--- src/rtl/tradeoff_job_scheduler_if.sv ---
// Host-side job/result bundle for the shared search-core scheduler.
// The host drives jobs and consumes results; the scheduler grants and answers.
interface tradeoff_job_scheduler_if #(
    parameter int W_BITS  = 69,
    parameter int N_BITS  = 53,
    parameter int NUM_REQ = 4,
    parameter int ID_BITS = 2
);
    logic [NUM_REQ-1:0]        req_valid;
    logic [NUM_REQ*W_BITS-1:0] req_w;
    logic [NUM_REQ-1:0]        req_ready;
    logic                      rsp_valid;
    logic                      rsp_ready;
    logic [ID_BITS-1:0]        rsp_id;
    logic [N_BITS-1:0]         rsp_n;
    logic                      rsp_timeout;

    modport master (
        output req_valid, req_w, rsp_ready,
        input  req_ready, rsp_valid, rsp_id, rsp_n, rsp_timeout
    );

    modport slave (
        input  req_valid, req_w, rsp_ready,
        output req_ready, rsp_valid, rsp_id, rsp_n, rsp_timeout
    );
endinterface

--- src/rtl/tradeoff_job_scheduler.sv ---
// Round-robin job scheduler in front of one shared search core.
// One job in flight: reset core, run until found or timeout, settle, respond.
module tradeoff_job_scheduler #(
    parameter int W_BITS      = 69,
    parameter int N_BITS      = 53,
    parameter int NUM_REQ     = 4,
    parameter int ID_BITS     = 2,
    parameter int RST_CYC     = 2,
    parameter int SETTLE_CYC  = 1,
    parameter int TIMEOUT_CYC = 4096
) (
    input  logic                  clk,
    input  logic                  rst,
    tradeoff_job_scheduler_if.slave bus,
    output logic                  core_rst_n,
    output logic [W_BITS-1:0]     core_w,
    input  logic                  core_found,
    input  logic [N_BITS-1:0]     core_n
);
    typedef enum logic [2:0] {
        IDLE,
        CRST,
        RUN,
        SETTLE,
        RESP
    } state_t;

    localparam int CNT_BITS = $clog2(TIMEOUT_CYC + RST_CYC + SETTLE_CYC + 1);
    localparam logic [CNT_BITS-1:0] RST_LAST = CNT_BITS'(RST_CYC - 1);
    localparam logic [CNT_BITS-1:0] RUN_LAST = CNT_BITS'(TIMEOUT_CYC - 1);
    localparam logic [CNT_BITS-1:0] SET_LAST =
        CNT_BITS'((SETTLE_CYC > 0) ? SETTLE_CYC - 1 : 0);
    localparam logic [ID_BITS-1:0] ID_LAST = ID_BITS'(NUM_REQ - 1);
    localparam logic [ID_BITS:0]   NREQ    = (ID_BITS + 1)'(NUM_REQ);

    state_t               state;
    logic [CNT_BITS-1:0]  cnt;
    logic [ID_BITS-1:0]   rr_ptr;
    logic [NUM_REQ-1:0]   grant;
    logic [ID_BITS-1:0]   gnt_id;
    logic                 hit;
    logic [ID_BITS:0]     sum;
    logic [ID_BITS-1:0]   idx;

    // Scan from rr_ptr upward with wrap; first valid requester wins.
    always_comb begin
        grant  = '0;
        gnt_id = '0;
        hit    = 1'b0;
        sum    = '0;
        idx    = '0;
        if (state == IDLE) begin
            for (int k = 0; k < NUM_REQ; k++) begin
                sum = {1'b0, rr_ptr} + (ID_BITS + 1)'(k);
                if (sum >= NREQ) begin
                    sum = sum - NREQ;
                end
                idx = sum[ID_BITS-1:0];
                if (!hit && bus.req_valid[idx]) begin
                    hit        = 1'b1;
                    grant[idx] = 1'b1;
                    gnt_id     = idx;
                end
            end
        end
    end

    assign bus.req_ready = grant;

    always_ff @(posedge clk) begin
        if (rst) begin
            state           <= IDLE;
            cnt             <= '0;
            rr_ptr          <= '0;
            bus.rsp_valid   <= 1'b0;
            bus.rsp_id      <= '0;
            bus.rsp_n       <= '0;
            bus.rsp_timeout <= 1'b0;
            core_w          <= '0;
            core_rst_n      <= 1'b0;
        end else begin
            unique case (state)
                IDLE: begin
                    core_rst_n <= 1'b1;
                    if (hit) begin
                        core_w     <= bus.req_w[gnt_id*W_BITS +: W_BITS];
                        bus.rsp_id <= gnt_id;
                        rr_ptr     <= (gnt_id == ID_LAST) ? '0
                                                          : gnt_id + ID_BITS'(1);
                        cnt        <= '0;
                        core_rst_n <= 1'b0;
                        state      <= CRST;
                    end
                end
                CRST: begin
                    if (cnt == RST_LAST) begin
                        cnt        <= '0;
                        core_rst_n <= 1'b1;
                        state      <= RUN;
                    end else begin
                        cnt <= cnt + 1'b1;
                    end
                end
                RUN: begin
                    // found is checked first so it beats a same-cycle timeout
                    if (core_found) begin
                        cnt <= '0;
                        if (SETTLE_CYC == 0) begin
                            bus.rsp_n       <= core_n;
                            bus.rsp_timeout <= 1'b0;
                            bus.rsp_valid   <= 1'b1;
                            state           <= RESP;
                        end else begin
                            state <= SETTLE;
                        end
                    end else if (cnt == RUN_LAST) begin
                        bus.rsp_n       <= '0;
                        bus.rsp_timeout <= 1'b1;
                        bus.rsp_valid   <= 1'b1;
                        state           <= RESP;
                    end else begin
                        cnt <= cnt + 1'b1;
                    end
                end
                SETTLE: begin
                    if (cnt == SET_LAST) begin
                        bus.rsp_n       <= core_n;
                        bus.rsp_timeout <= 1'b0;
                        bus.rsp_valid   <= 1'b1;
                        state           <= RESP;
                    end else begin
                        cnt <= cnt + 1'b1;
                    end
                end
                RESP: begin
                    if (bus.rsp_ready) begin
                        bus.rsp_valid <= 1'b0;
                        state         <= IDLE;
                    end
                end
                default: state <= IDLE;
            endcase
        end
    end
endmodule

--- src/flat_wrapper.sv ---
// flat-port wrapper written by rule: the top's interface ports become plain ports
module tradeoff_job_scheduler_flat 
#(
    parameter int W_BITS      = 69,
    parameter int N_BITS      = 53,
    parameter int NUM_REQ     = 4,
    parameter int ID_BITS     = 2,
    parameter int RST_CYC     = 2,
    parameter int SETTLE_CYC  = 1,
    parameter int TIMEOUT_CYC = 4096
)
  (clk, rst, core_rst_n, core_w, core_found, core_n, bus_req_valid, bus_req_w, bus_rsp_ready, bus_req_ready, bus_rsp_valid, bus_rsp_id, bus_rsp_n, bus_rsp_timeout);
  tradeoff_job_scheduler_if #(.W_BITS(W_BITS), .N_BITS(N_BITS), .NUM_REQ(NUM_REQ), .ID_BITS(ID_BITS)) bus_i ();
  input  logic clk;
  input  logic rst;
  output logic core_rst_n;
  output logic [W_BITS-1:0] core_w;
  input  logic core_found;
  input  logic [N_BITS-1:0] core_n;
  input wire logic [$bits(bus_i.req_valid)-1:0] bus_req_valid;
  input wire logic [$bits(bus_i.req_w)-1:0] bus_req_w;
  input wire logic [$bits(bus_i.rsp_ready)-1:0] bus_rsp_ready;
  output wire logic [$bits(bus_i.req_ready)-1:0] bus_req_ready;
  output wire logic [$bits(bus_i.rsp_valid)-1:0] bus_rsp_valid;
  output wire logic [$bits(bus_i.rsp_id)-1:0] bus_rsp_id;
  output wire logic [$bits(bus_i.rsp_n)-1:0] bus_rsp_n;
  output wire logic [$bits(bus_i.rsp_timeout)-1:0] bus_rsp_timeout;
  assign bus_i.req_valid = bus_req_valid;
  assign bus_i.req_w = bus_req_w;
  assign bus_i.rsp_ready = bus_rsp_ready;
  assign bus_req_ready = bus_i.req_ready;
  assign bus_rsp_valid = bus_i.rsp_valid;
  assign bus_rsp_id = bus_i.rsp_id;
  assign bus_rsp_n = bus_i.rsp_n;
  assign bus_rsp_timeout = bus_i.rsp_timeout;
  tradeoff_job_scheduler #(.W_BITS(W_BITS), .N_BITS(N_BITS), .NUM_REQ(NUM_REQ), .ID_BITS(ID_BITS), .RST_CYC(RST_CYC), .SETTLE_CYC(SETTLE_CYC), .TIMEOUT_CYC(TIMEOUT_CYC)) u_core (.clk(clk), .rst(rst), .bus(bus_i), .core_rst_n(core_rst_n), .core_w(core_w), .core_found(core_found), .core_n(core_n));
endmodule
--- config.mk ---
export PLATFORM = sky130hd
export DESIGN_NAME = tradeoff_job_scheduler_flat
export DESIGN_NICKNAME = d
export VERILOG_FILES = /design/src/rtl/tradeoff_job_scheduler_if.sv /design/src/rtl/tradeoff_job_scheduler.sv /design/src/flat_wrapper.sv
export SDC_FILE = /design/constraint.sdc
export NUM_CORES = 1
export LEC_CHECK = 0
export BUFFER_PORTS_ARGS = -buffer_cell sky130_fd_sc_hd__buf_4
export CAP_MARGIN = 10
export CORE_AREA = 2 2 181 183
export DETAILED_ROUTE_END_ITERATION = 8
export DIE_AREA = 0 0 183 185
export GPL_TIMING_DRIVEN = 1
export PLACE_DENSITY = 0.57
export SYNTH_ARGS = -nofsm -noshare
export SYNTH_HDL_FRONTEND = slang
export SYNTH_SLANG_ARGS = --single-unit
--- constraint.sdc ---
create_clock -name clk -period 3.4 [get_ports clk]
set_clock_uncertainty 0.2 [all_clocks]
set_input_delay 0.17 -clock clk [delete_from_list [all_inputs] [get_ports clk]]
set_output_delay 0.17 -clock clk [all_outputs]
set_load 0.1 [all_outputs]
# --- Yosys cells after proc, flatten, opt, wreduce, memory -nomap -nowiden ---
# Index checks and enable logic that the tools add are counted.
totals:
  output_inout_bits: 131
  inputBits: 337
  ff_bits: 145
  elab_cells: 146
classes:
  n_mul: 1
  bitwise_logic: 3
  magnitude_cmp: 12
  shift: 1
  n_reduce_logical: 22
  mux: 73
  eq_ne: 16
  add_sub_neg: 9
ops:
  columns: ["operator", "count"]
  rows:
  - ["variable part select 276 x 10 -> 69 bit", 1]
  - ["two-way mux 53 bit", 3]
  - ["one-hot mux 53 bit (2 select lines)", 1]
  - ["two-way mux 13 bit", 5]
  - ["one-hot mux 13 bit (4 select lines)", 1]
  - ["two-way mux 4 bit", 8]
  - ["two-way mux 2 bit", 14]
  - ["two-way mux 1 bit", 23]
  - ["two-way mux 3 bit", 6]
  - ["one-hot mux 3 bit (5 select lines)", 1]
  - ["adder 13 x 1 -> 13 bit (second input constant)", 1]
  - ["== test 13 x 1 -> 1 bit (second input constant)", 1]
  - ["== test 13 x 12 -> 1 bit (second input constant)", 1]
  - ["zero test 13 bit", 1]
  - ["less-than comparator 2 x 3 -> 1 bit (second input constant)", 4]
  - ["OR 4 bit", 3]
  - ["AND reduction 5 bit", 2]
  - [">= comparator 3 bit (second input constant)", 3]
  - ["multiplier 2 x 7 -> 9 bit (second input constant)", 1]
  - ["binary-select mux 1 bit (select 2 bit)", 4]
  - ["demux 1 bit (select 2 bit)", 4]
  - [">= comparator 2 x 1 -> 1 bit (second input constant)", 4]
  - ["!= test 2 x 1 -> 1 bit (second input constant)", 4]
  - ["AND reduction 4 bit", 2]
  - ["other kinds (21)", 39]

# --- Logic depth before layout (Yosys ltp) ---
logic_depth:
  ltp_word: 21
  mapped_depth: 15
  mapped_depth_nobuf: 8

# --- Least setup slack after synthesis ---
# No wires, ideal clock.
synth_timing:
  kind: "register to output"
  from: "register u_core.rr_ptr[0]"
  to: "output bus_req_ready[0]"
  path_buffers: 3
  slack_ps: -753
  path_stages_with_launch: 12
  t_arrival_ps: 3783
  required_time_ps: 3030
  path_cell_list: "dfxtp_1 buf_2 clkbuf_1 inv_1 ha_1 clkbuf_1 or3b_2 a21oi_1 a21oi_1 o22ai_1 a221oi_1 nor2_1"
synth_between:
  elab_chain_cells: 19
  elab_cells_between_ends: 70
  cone_classes: "add/sub (7); order compare (12); mux (38); bitwise (3); reduce/logical (10)"
synth_lines:
  columns: ["element", "line", "rtl"]
  rows:
  - ["start, declared", "tradeoff_job_scheduler.sv:38", "logic [ID_BITS-1:0] rr_ptr;"]
  - ["start signal, assigned", "tradeoff_job_scheduler.sv:88", "rr_ptr <= (gnt_id == ID_LAST) ? '0"]
  - ["branches (longest 17 deep; another with adder 2 x 1 -> 3 bit)", null, null]
  - ["two-way mux 4 bit *", "tradeoff_job_scheduler.sv:59", "if (!hit && bus.req_valid[idx]) begin"]
  - ["two-way mux 4 bit *", "tradeoff_job_scheduler.sv:52", "if (state == IDLE) begin"]
  - ["end, declared", "flat_wrapper.sv:23", "output wire logic [$bits(bus_i.req_ready)-1:0] bus_req_ready;"]
# Every way passes the cells marked *. The select of a mux whose other input is x is not followed.

# --- Worst setup path after layout ---
layout_timing:
  from: "register u_core.rr_ptr[1]"
  to: "output bus_req_ready[1]"
# The elaborated chain is that of the path after synthesis.

==> results.md <==
* Placed Instances at 1668
* Synth Flop Type: dfxtp_1
* Synth area leaders: dfxtp_1, mux2i_1, nor2_1
* CP Max Fanout at 9
* Critical path endpoint category: output pin
* Post-synthesis mux area share at 17.9%
* Syn Area/Cell at 9.26 um^2
* Routability cong. at between 0.8 and 0.9
* Slew Limit Fails at 0
* Final Cell Area at approximately 0.016 mm^2
* Sequential element share of the synthesized area at 37.1%
* Simple-Gate Fraction of Synth Area at 16.4%
* Critical Path RT at between 3 and 4 ns
* Die X at 183 um
* Remaining DRCs at 0
* Synthesis-to-finish area growth at 101%
* Clock buffer count from CTS at 17
* Root buffer cell: clkbuf_16
* Port bufs at between 400 and 500
* Post-DP Area at around 0.012 mm^2
* Final #Nets at a little under 2000
* Compound-Gate Fraction of Synth Area at approximately 21%
* Antenna Violating Nets Remaining at 0
* DRT iter0 DRCs at 451
* Asr flop ratio synth at 0%
* NetSw at between 0.005 and 0.006 W
* CTS clk-pin slew, worst paths at ~0.07 ns
* Fraction of layout cells with a size suffix above 1 at 37.5%
* Synth cell types at 62
* DR pass1 iterations at 5
* HP Class: in2reg
* Die Area at approximately 0.034 mm^2
* Fin crit share at about 95%
* CTS tree: yes
* Adder-Cell Fraction of Synth Area at under 10%
* Final WL at around 38000 um
* Hold Crit Depth at 4
* Synth top area share at a little under two fifths
* Final setup fails at 0
* Top cells by count, synth: nor2_1, dfxtp_1, mux2i_1
* Worst slew margin at between 40% and 50%
* Final hold slack at between 0.02 and 0.03 ns
* Cell Int Power at 0.00548 W
* Pin count of the biggest net entering global routing at between 50 and 60
* Sequential share of power at approximately 20%
* DR vias at approximately 10000
* Final worst path period need at between 3 and 4 ns
* Largest family of logic cells by synthesized area: compound AO/OA/AOI/OAI gates
* YS warnings at 0
* DR WL/cell at 18.7 um
* Pleak at between 6 and 7 nW
* Synthesized area at ~0.008 mm^2
* Synth Area in XOR/XNOR at ~1.1%
* EDFF count, synth at 0
* Num rows at 66
* Non-Filler Instances at just over 2000
* Remaining global-route overflow at 0
* # IOs at 468
* Floorplan core area at ~0.032 mm^2
* Dpl hpwl at 24100 um
* Average vias per placed instance at 4.91
* Worst r2r path cells at 8
* Slew @ Worst Pin at between 0.8 and 0.9 ns
* RSZ-0062 raised after global routing: false
* Vias in the first global route at approximately 10000
* Final Hold Viols at 0
* Switching Fraction at ~51%
* Fmax at a little over 300 MHz
* CP Launch Type: register
* H-tree depth at 4
* Die Ht at roughly 190 um
* Clk Latency, worst-skew pair at around 0.43 ns
* Most numerous cell in the Yosys netlist: nor2_1
* Syn nets at ~1200
* PwrDens at 713 mW/mm^2
* Type of the worst setup path: reg2out
* CTS max path bufs at 2
* CP Data Arrival Time at roughly 2.9 ns
* Max IR drop VDD at between 0.4 and 0.5 mV
* Synth area leader: dfxtp_1
* Mapped Cells at 844
* Gr usage total at approximately a fifth
* Starting Density at 24.4%
* Clk pwr share at a little under a fifth
* Max-Cap Viols at 0
* First-pass GRT wire length at 55800 um
* CTS Sinks at roughly 150
* Post-synthesis register bit count at ~150
* Setup TNS at 0 ns
* Status: completed
* Initial antenna violation count at 1
* Logic pwr share at ~60%
==> layout make-up <==
cell class                 count  area, um^2
clock inverter                14         188
timing repair buffer         826        7090
antenna                        3        7.51
inverter                       7        26.3
clock buffer                  18         439
tap                          408         510
multi-input combinational    610        4570
sequential                   145        2900
fill                        2786       16300
==> worst paths after layout <==
check	from	endpoint	slack, ns
setup / recovery	u_core.rr_ptr[1]	bus_req_ready[1]	0.18
hold / removal	bus_req_w[139]	u_core.core_w[1]	0.03
setup reg to reg	u_core.rr_ptr[1]	u_core.core_w[20]	0.26
hold reg to reg	u_core.bus.rsp_valid	u_core.bus.rsp_valid	0.26
==> power groups by stage <==
stage / combinational [W] / clock [W] / sequential, W
final: 0.00687 / 0.00205 / 0.00229
after global placement: 0.00636 / 0 / 0.00230
after CTS: 0.00673 / 0.00211 / 0.00228
after detailed placement: 0.00641 / 0 / 0.00231
after global routing: 0.00715 / 0.00218 / 0.00233
after floorplan: 0.00233 / 0 / 0.00475
==> metrics by stage <==
step                util (%)  power (W)  worst slack, ns
finish                  49.1     0.0112            0.179
global route            49.1     0.0117          0.00212
CTS                     48.9     0.0111          0.00243
detailed placement      36.9    0.00872            0.152
global placement        36.9    0.00867            0.283
floorplan                  -    0.00708          0.00289
==> per-layer routing <==
| layer | global-route usage (%) | vias up | wire length [um] |
|---|---|---|---|
| met1 | 24.3 | 4685 | 14900 |
| met3 | 5.72 | 96 | 2890 |
| met4 | 8.96 | 0 | 1280 |
| met2 | 36.6 | 501 | 19000 |
| li1 | - | 4688 | - |
| met5 | 0 | - | 0 |
==> what timing repair did <==
item	CTS	global route
endpoints found under the setup margin	4	20
gates resized for setup	3	3
endpoints found under the hold margin	128	0
setup buffers	0	8
pin swaps	0	1
hold buffers	320	0
==> registers in the layout, indices dropped and copies added, names as in the netlist <==
register,cells
u_core.state,3
u_core.rr_ptr,2
u_core.core_rst_n,1
u_core.bus.rsp_n,53
u_core.bus.rsp_timeout,1
u_core.bus.rsp_id,2
u_core.bus.rsp_valid,1
u_core.core_w,69
u_core.cnt,13
==> worst max-delay path: stages (launching register included) <==
cell      delay, ns
dfxtp_2        0.41
inv_1          0.08
ha_1           0.30
buf_4          0.17
or3b_2         0.45
a21oi_1        0.15
a21oi_1        0.09
o22ai_2        0.24
a221oi_1       0.17
nor2_4         0.12
buf_6          0.23
==> cell usage in the layout, fill, tap and decap left out, types with 7 or more instances in the layout <==
cell type	n
buf_4	496
dlygate4sd3_1	320
nor2_1	153
dfxtp_1	144
mux2i_1	97
a22oi_1	57
o221ai_1	38
o21ai_0	24
nand3b_1	22
mux2_4	21
a2111oi_2	21
clkbuf_16	17
nor4_1	15
a21oi_1	14
nand2_1	13
ha_1	11
and3_1	10
a211oi_1	10
nor3_1	8
o22ai_1	8
xnor2_1	8
inv_1	7
nand3_1	7
==> kinds of logic (layout without fill, tap and decap cells) <==
| kind of cell | after synthesis | count (layout) |
|---|---|---|
| buffers and inverters | 89 | 865 |
| other | 0 | 3 |
| muxes | 125 | 125 |
| DFF | 145 | 145 |
| adders and majority gates | 11 | 11 |
| xor gates and xnor gates | 10 | 10 |
| and+or+nand+nor | 266 | 266 |
| AOI/OAI and AO/OA | 198 | 198 |
(Power assumes the default switching activity.)
